--- src/rtl/nested_struct_pkg.sv ---
// rtl/nested_struct_pkg.sv - shared field width, record types and mask bit positions
//
// Purpose : types shared by the merge helper, the FIFO and its bench.
// Contents: FIELD_W, InnerStruct {a,b,c}, OuterStruct {x,y,z} (9*FIELD_W bits),
//           MASK_X/MASK_Y/MASK_Z bit positions within the 3-bit substruct mask.
package nested_struct_pkg;

    localparam int FIELD_W = 8;

    typedef struct packed {
        logic [FIELD_W-1:0] a;
        logic [FIELD_W-1:0] b;
        logic [FIELD_W-1:0] c;
    } InnerStruct;

    typedef struct packed {
        InnerStruct x;
        InnerStruct y;
        InnerStruct z;
    } OuterStruct;

    localparam int MASK_X = 0;
    localparam int MASK_Y = 1;
    localparam int MASK_Z = 2;

endpackage

--- src/rtl/struct_merge.sv ---
// rtl/struct_merge.sv - per-substruct merge of an offered record with the shadow record
//
// Purpose : purely combinational; each substruct of the result comes from the
//           offered record when its mask bit is set, otherwise from the shadow.
// Ports   : in_data  (OuterStruct) offered record
//           in_mask  (3 bits)      substruct select, bit0=x bit1=y bit2=z
//           shadow   (OuterStruct) last merged record pushed
//           merged   (OuterStruct) resulting record
module struct_merge
    import nested_struct_pkg::*;
(
    input  OuterStruct  in_data,
    input  logic [2:0]  in_mask,
    input  OuterStruct  shadow,
    output OuterStruct  merged
);

    assign merged.x = in_mask[MASK_X] ? in_data.x : shadow.x;
    assign merged.y = in_mask[MASK_Y] ? in_data.y : shadow.y;
    assign merged.z = in_mask[MASK_Z] ? in_data.z : shadow.z;

endmodule

--- src/rtl/nested_struct_fifo.sv ---
// rtl/nested_struct_fifo.sv - record FIFO that stores merged nested-struct records
//
// Purpose : DEPTH-entry FIFO (2..16, any value) of OuterStruct records. Each push
//           stores the merge of the offered record with the shadow (previous
//           pushed record) and updates the shadow on the same edge.
// Ports   : clock, reset (synchronous, active high)
//           in_valid/in_ready/in_data/in_mask  producer side
//           out_valid/out_ready/out_data       consumer side (out_data zero when empty)
//           count                              stored entries
//           shadow                             last merged record pushed
module nested_struct_fifo
    import nested_struct_pkg::*;
#(
    parameter int DEPTH = 4
)
(
    input  logic                          clock,
    input  logic                          reset,
    input  logic                          in_valid,
    output logic                          in_ready,
    input  OuterStruct                    in_data,
    input  logic [2:0]                    in_mask,
    output logic                          out_valid,
    input  logic                          out_ready,
    output OuterStruct                    out_data,
    output logic [$clog2(DEPTH+1)-1:0]    count,
    output OuterStruct                    shadow
);

    localparam int CNT_W = $clog2(DEPTH + 1);
    localparam int PTR_W = $clog2(DEPTH);

    OuterStruct         r_mem [DEPTH];
    logic [PTR_W-1:0]   r_head;
    logic [PTR_W-1:0]   r_tail;
    logic [CNT_W-1:0]   r_count;
    OuterStruct         r_shadow;

    OuterStruct         w_merged;
    logic               w_push;
    logic               w_pop;
    logic [PTR_W-1:0]   w_head_next;
    logic [PTR_W-1:0]   w_tail_next;

    // Pointers wrap explicitly at DEPTH-1 so non-power-of-two depths work.
    function automatic logic [PTR_W-1:0] ptr_inc(input logic [PTR_W-1:0] p);
        return (p == PTR_W'(DEPTH - 1)) ? '0 : p + PTR_W'(1);
    endfunction

    struct_merge u_merge (
        .in_data (in_data),
        .in_mask (in_mask),
        .shadow  (r_shadow),
        .merged  (w_merged)
    );

    // in_ready looks only at registered count: a pop in the same cycle does
    // not open a slot for a push into a full FIFO.
    assign in_ready    = (r_count != CNT_W'(DEPTH));
    assign out_valid   = (r_count != '0);
    assign w_push      = in_valid && in_ready;
    assign w_pop       = out_valid && out_ready;
    assign w_head_next = ptr_inc(r_head);
    assign w_tail_next = ptr_inc(r_tail);

    always_ff @(posedge clock) begin
        if (reset) begin
            r_head   <= '0;
            r_tail   <= '0;
            r_count  <= '0;
            r_shadow <= '0;
        end else begin
            if (w_push) begin
                r_tail   <= w_tail_next;
                r_shadow <= w_merged;
            end
            if (w_pop) begin
                r_head <= w_head_next;
            end
            case ({w_push, w_pop})
                2'b10:   r_count <= r_count + CNT_W'(1);
                2'b01:   r_count <= r_count - CNT_W'(1);
                default: r_count <= r_count;
            endcase
        end
    end

    // Storage is deliberately left out of reset; the write is still gated so a
    // push offered during reset cannot land in the array.
    always_ff @(posedge clock) begin
        if (w_push && !reset) begin
            r_mem[r_tail] <= w_merged;
        end
    end

    assign out_data = out_valid ? r_mem[r_head] : '0;
    assign count    = r_count;
    assign shadow   = r_shadow;

endmodule

--- config.mk ---
export PLATFORM = sky130hd
export DESIGN_NAME = nested_struct_fifo
export DESIGN_NICKNAME = d
export VERILOG_FILES = /design/src/rtl/nested_struct_pkg.sv /design/src/rtl/struct_merge.sv /design/src/rtl/nested_struct_fifo.sv
export SDC_FILE = /design/constraint.sdc
export NUM_CORES = 1
export LEC_CHECK = 0
export CORE_UTILIZATION = 54
export DETAILED_ROUTE_END_ITERATION = 10
export GPL_ROUTABILITY_DRIVEN = 0
export PLACE_DENSITY = 0.8
export SETUP_SLACK_MARGIN = 0.15
export SYNTH_ARGS = -nofsm -noshare
export SYNTH_HDL_FRONTEND = slang
export SYNTH_SLANG_ARGS = --single-unit
--- constraint.sdc ---
create_clock -name clock -period 9.8 [get_ports clock]
set_input_delay 0.98 -clock clock [delete_from_list [all_inputs] [get_ports clock]]
set_output_delay 0.98 -clock clock [all_outputs]
set_load 0.1 [all_outputs]
==> flow_metrics.py <==
metrics = {
    "synthesis": {
        "synth.net_count": 1006,
        "yosysWarningCount": 0,
        "synth_seq_area_share": 0.685,
        "synth_edf_count": 288,
        "synthCells": 920,
        "dominantRegCellSynth": "edfxtp_1",
        "post_synth_num_cell_types": 27,
        "synth_seq_cells": 369,
        "syn_area_per_cell_um2": 16.3,
        "synthArstFlopShare": 0,
        "syn_area_um2": 15000,
    },
    "global_routing": {
        "overflow": 0,
        "grt_use_total": 0.237,
        "grt_pass1_vias": 9298,
        "grt_pass1_wl_mm": 51.6,
        "grt_max_degree": 85,
        "antenna_found_initial": 0,
    },
    "flow_run": {
        "cap_violations": 0,
    },
    "clock_tree": {
        "clk_path_buf_depth": 3,
        "ctsHoldBuffers": 0,
        "post_cts_resized": 0,
        "cts-htree-levels": 2,
        "cts_sinks": 369,
        "cts_tree": "built",
        "post-cts-setup-buffers": 0,
        "clock_latency_ns": 0.51,
        "numCtsBuffers": 38,
        "clk_pin_slew_worst_paths_ns": 0.06,
        "clockRootBuffer": "clkbuf_16",
    },
    "worst_setup_path": {
        "end_kind": "output pin",
        "path_class": "reg2out",
        "crit_arrival_ns": 3.87,
        "r2r_slack_ns": 7.45,
        "reg2reg_to": "count[2]$_SDFFE_PP0P_",
        "r2r_start": "count[2]$_SDFFE_PP0P_",
        "cp_data_required_time_ns": 8.82,
        "cp-start-kind": "flip-flop",
        "ff2ff_path_depth": 9,
        "crit_fanout": 43,
    },
    "pwr": {
        "ir_worst_vdd_mv": 0.232,
        "power_density_nw_per_um2": 319,
        "total_leakage_power_nw": 6.14,
    },
    "place": {
        "port_buffers": 227,
        "dp_slack_ns": 5.38,
        "hpwlAfterDp_mm": 18.6,
    },
    "worst_hold_path": {
        "hp-class": "reg2reg",
        "holdPathStages": 2,
        "hp-start": "r_head[1]$_SDFFE_PP0P_",
    },
    "timing": {
        "fmax_ghz": 0.206,
        "slew_headroom": 0.182,
        "hold_viol_final": 0,
        "finalWorstSetupSlack_ns": 4.95,
        "skew_ns": 0.0117,
        "post-route-min-period_ns": 4.85,
        "report.final.slew_viol_count": 0,
        "setup_tns_ns": 0,
        "setup_violations": 0,
        "period_share": 0.495,
        "rsz0062_at_grt": "false",
        "worstMarginPinSlew_ns": 1.22,
    },
    "floorplan": {
        "fp.dieH_um": 169,
        "rows": 60,
        "core-area_um2": 27100,
        "die_x_um": 169,
        "ios": 228,
        "dieArea_um2": 28400,
        "start_util": 0.553,
    },
    "route": {
        "viasPerCell": 5.80,
        "first_pass_iters": 5,
        "finalWirelength_mm": 33.0,
        "detail-route-antenna-nets": 0,
        "drt_first_iter_violations": 618,
        "route.detailed.drc": 0,
        "num_vias": 8855,
        "wl_per_cell_um": 21.6,
    },
    "finish": {
        "nets": 1214,
        "layout-drive-gt1-share": 0.189,
        "area.sequential_um2": 10300,
        "antenna_cells": 0,
        "syn_to_final_growth_pct": 24.2,
        "fillCellCount": 1840,
        "multi_input_comb_area_um2": 4270,
    },
    "run_status": {
        "status": "finished clean",
    },
}
## Yosys cell counts, drive strengths merged, types with 4 or more instances
| master | n | area share |
|---|---|---|
| mux4 | 72 | 0.11 |
| mux2 | 72 | 0.054 |
| nor2 | 4 | 0.0010 |
| buf | 41 | 0.022 |
| and2 | 72 | 0.030 |
| clkbuf | 33 | 0.0083 |
| ha | 6 | 0.0050 |
| edfxtp | 288 | 0.58 |
| a21oi | 77 | 0.026 |
| inv | 9 | 0.0023 |
| nor3 | 145 | 0.048 |
| nor3b | 5 | 0.0028 |
| dfxtp | 81 | 0.11 |
## critical path, stage by stage (launching register included)
cell and delay (ns):
dfxtp_4 0.73, buf_4 0.82, mux4_2 0.59, and2_1 0.17, clkdlybuf4s50_1 1.00
## logic make-up after synthesis
group,Yosys count,share of synthesized area
flip-flops,369,0.685
AND/OR/NAND/NOR,234,0.0850
multiplexers,144,0.163
buffers and inverters,83,0.0325
AO/OA/AOI/OAI,81,0.0274
adder cells (fa/ha/maj),7,0.00634
XOR/XNOR,2,0.00117
## metal layers
metal / global-route usage / part of all wire / routed length, µm / vias to the layer above
li1: - / - / - / 3982
met1: 0.304 / 0.40 / 13300 / 4487
met3: 0.0477 / 0.072 / 2380 / 52
met2: 0.407 / 0.50 / 16700 / 334
met4: 0.0743 / 0.021 / 693 / 0
met5: 0 / 0 / 0 / -
## registers in the layout, indices dropped and copies added, names as in the netlist, named ones only
name,count
r_head,2
shadow,72
r_mem,288
count,3
r_tail,2
## through the flow
stage	hold slack (ns)	total power [mW]	util	cells	instance area (µm²)
floorplan	0.454	4.03	-	920	15000
global placement	0.458	4.56	0.643	1460	17400
detailed placement	0.473	4.58	0.643	1460	17400
CTS	0.482	5.99	0.687	1528	18600
global route	0.506	6.14	0.687	1528	18600
finish	0.480	5.95	0.687	1528	18600
## worst max-delay path by stage
stage	start	endpoint	slack, ns	cells past startpoint
after floorplan	count[0]$_SDFFE_PP0P_	r_mem[0][0]$_DFFE_PP_	2.32	5
after global routing	flip-flop	out_data[62]	4.68	4
after global placement	flip-flop	out_data[63]	5.40	4
after detailed placement	flip-flop	out_data[61]	5.38	4
final	flip-flop	out_data[62]	4.95	4
after CTS	flip-flop	out_data[42]	4.82	4
## cell usage in the layout (no fill, tap or decap), types with 6 or more instances in the layout
cell               n
edfxtp_1         288
clkdlybuf4s50_1  225
nor3_1           145
dfxtp_1           79
a21oi_1           77
mux2_2            72
and2_1            72
mux4_2            70
clkbuf_16         39
buf_4             16
clkbuf_1          13
inv_1              7
ha_1               6
clkinv_1           6
## power breakdown
part           switching (mW)  leakage [nW]  total, mW  internal, mW
Combinational            1.92          2.24       2.60         0.677
Sequential              0.102          3.32       1.95          1.84
Clock                   0.559         0.589       1.40         0.845
Total                    2.58          6.14       5.95          3.37
## cell type report
cell class / count / area share
Clock buffer: 53 / 0.0557
Clock inverter: 15 / 0.00920
Inverter: 9 / 0.00181
Multi-Input combinational cell: 468 / 0.229
Sequential cell: 369 / 0.552
Tap cell: 372 / 0.0250
Timing Repair Buffer: 242 / 0.128
Power figures use the tool's default switching activity.
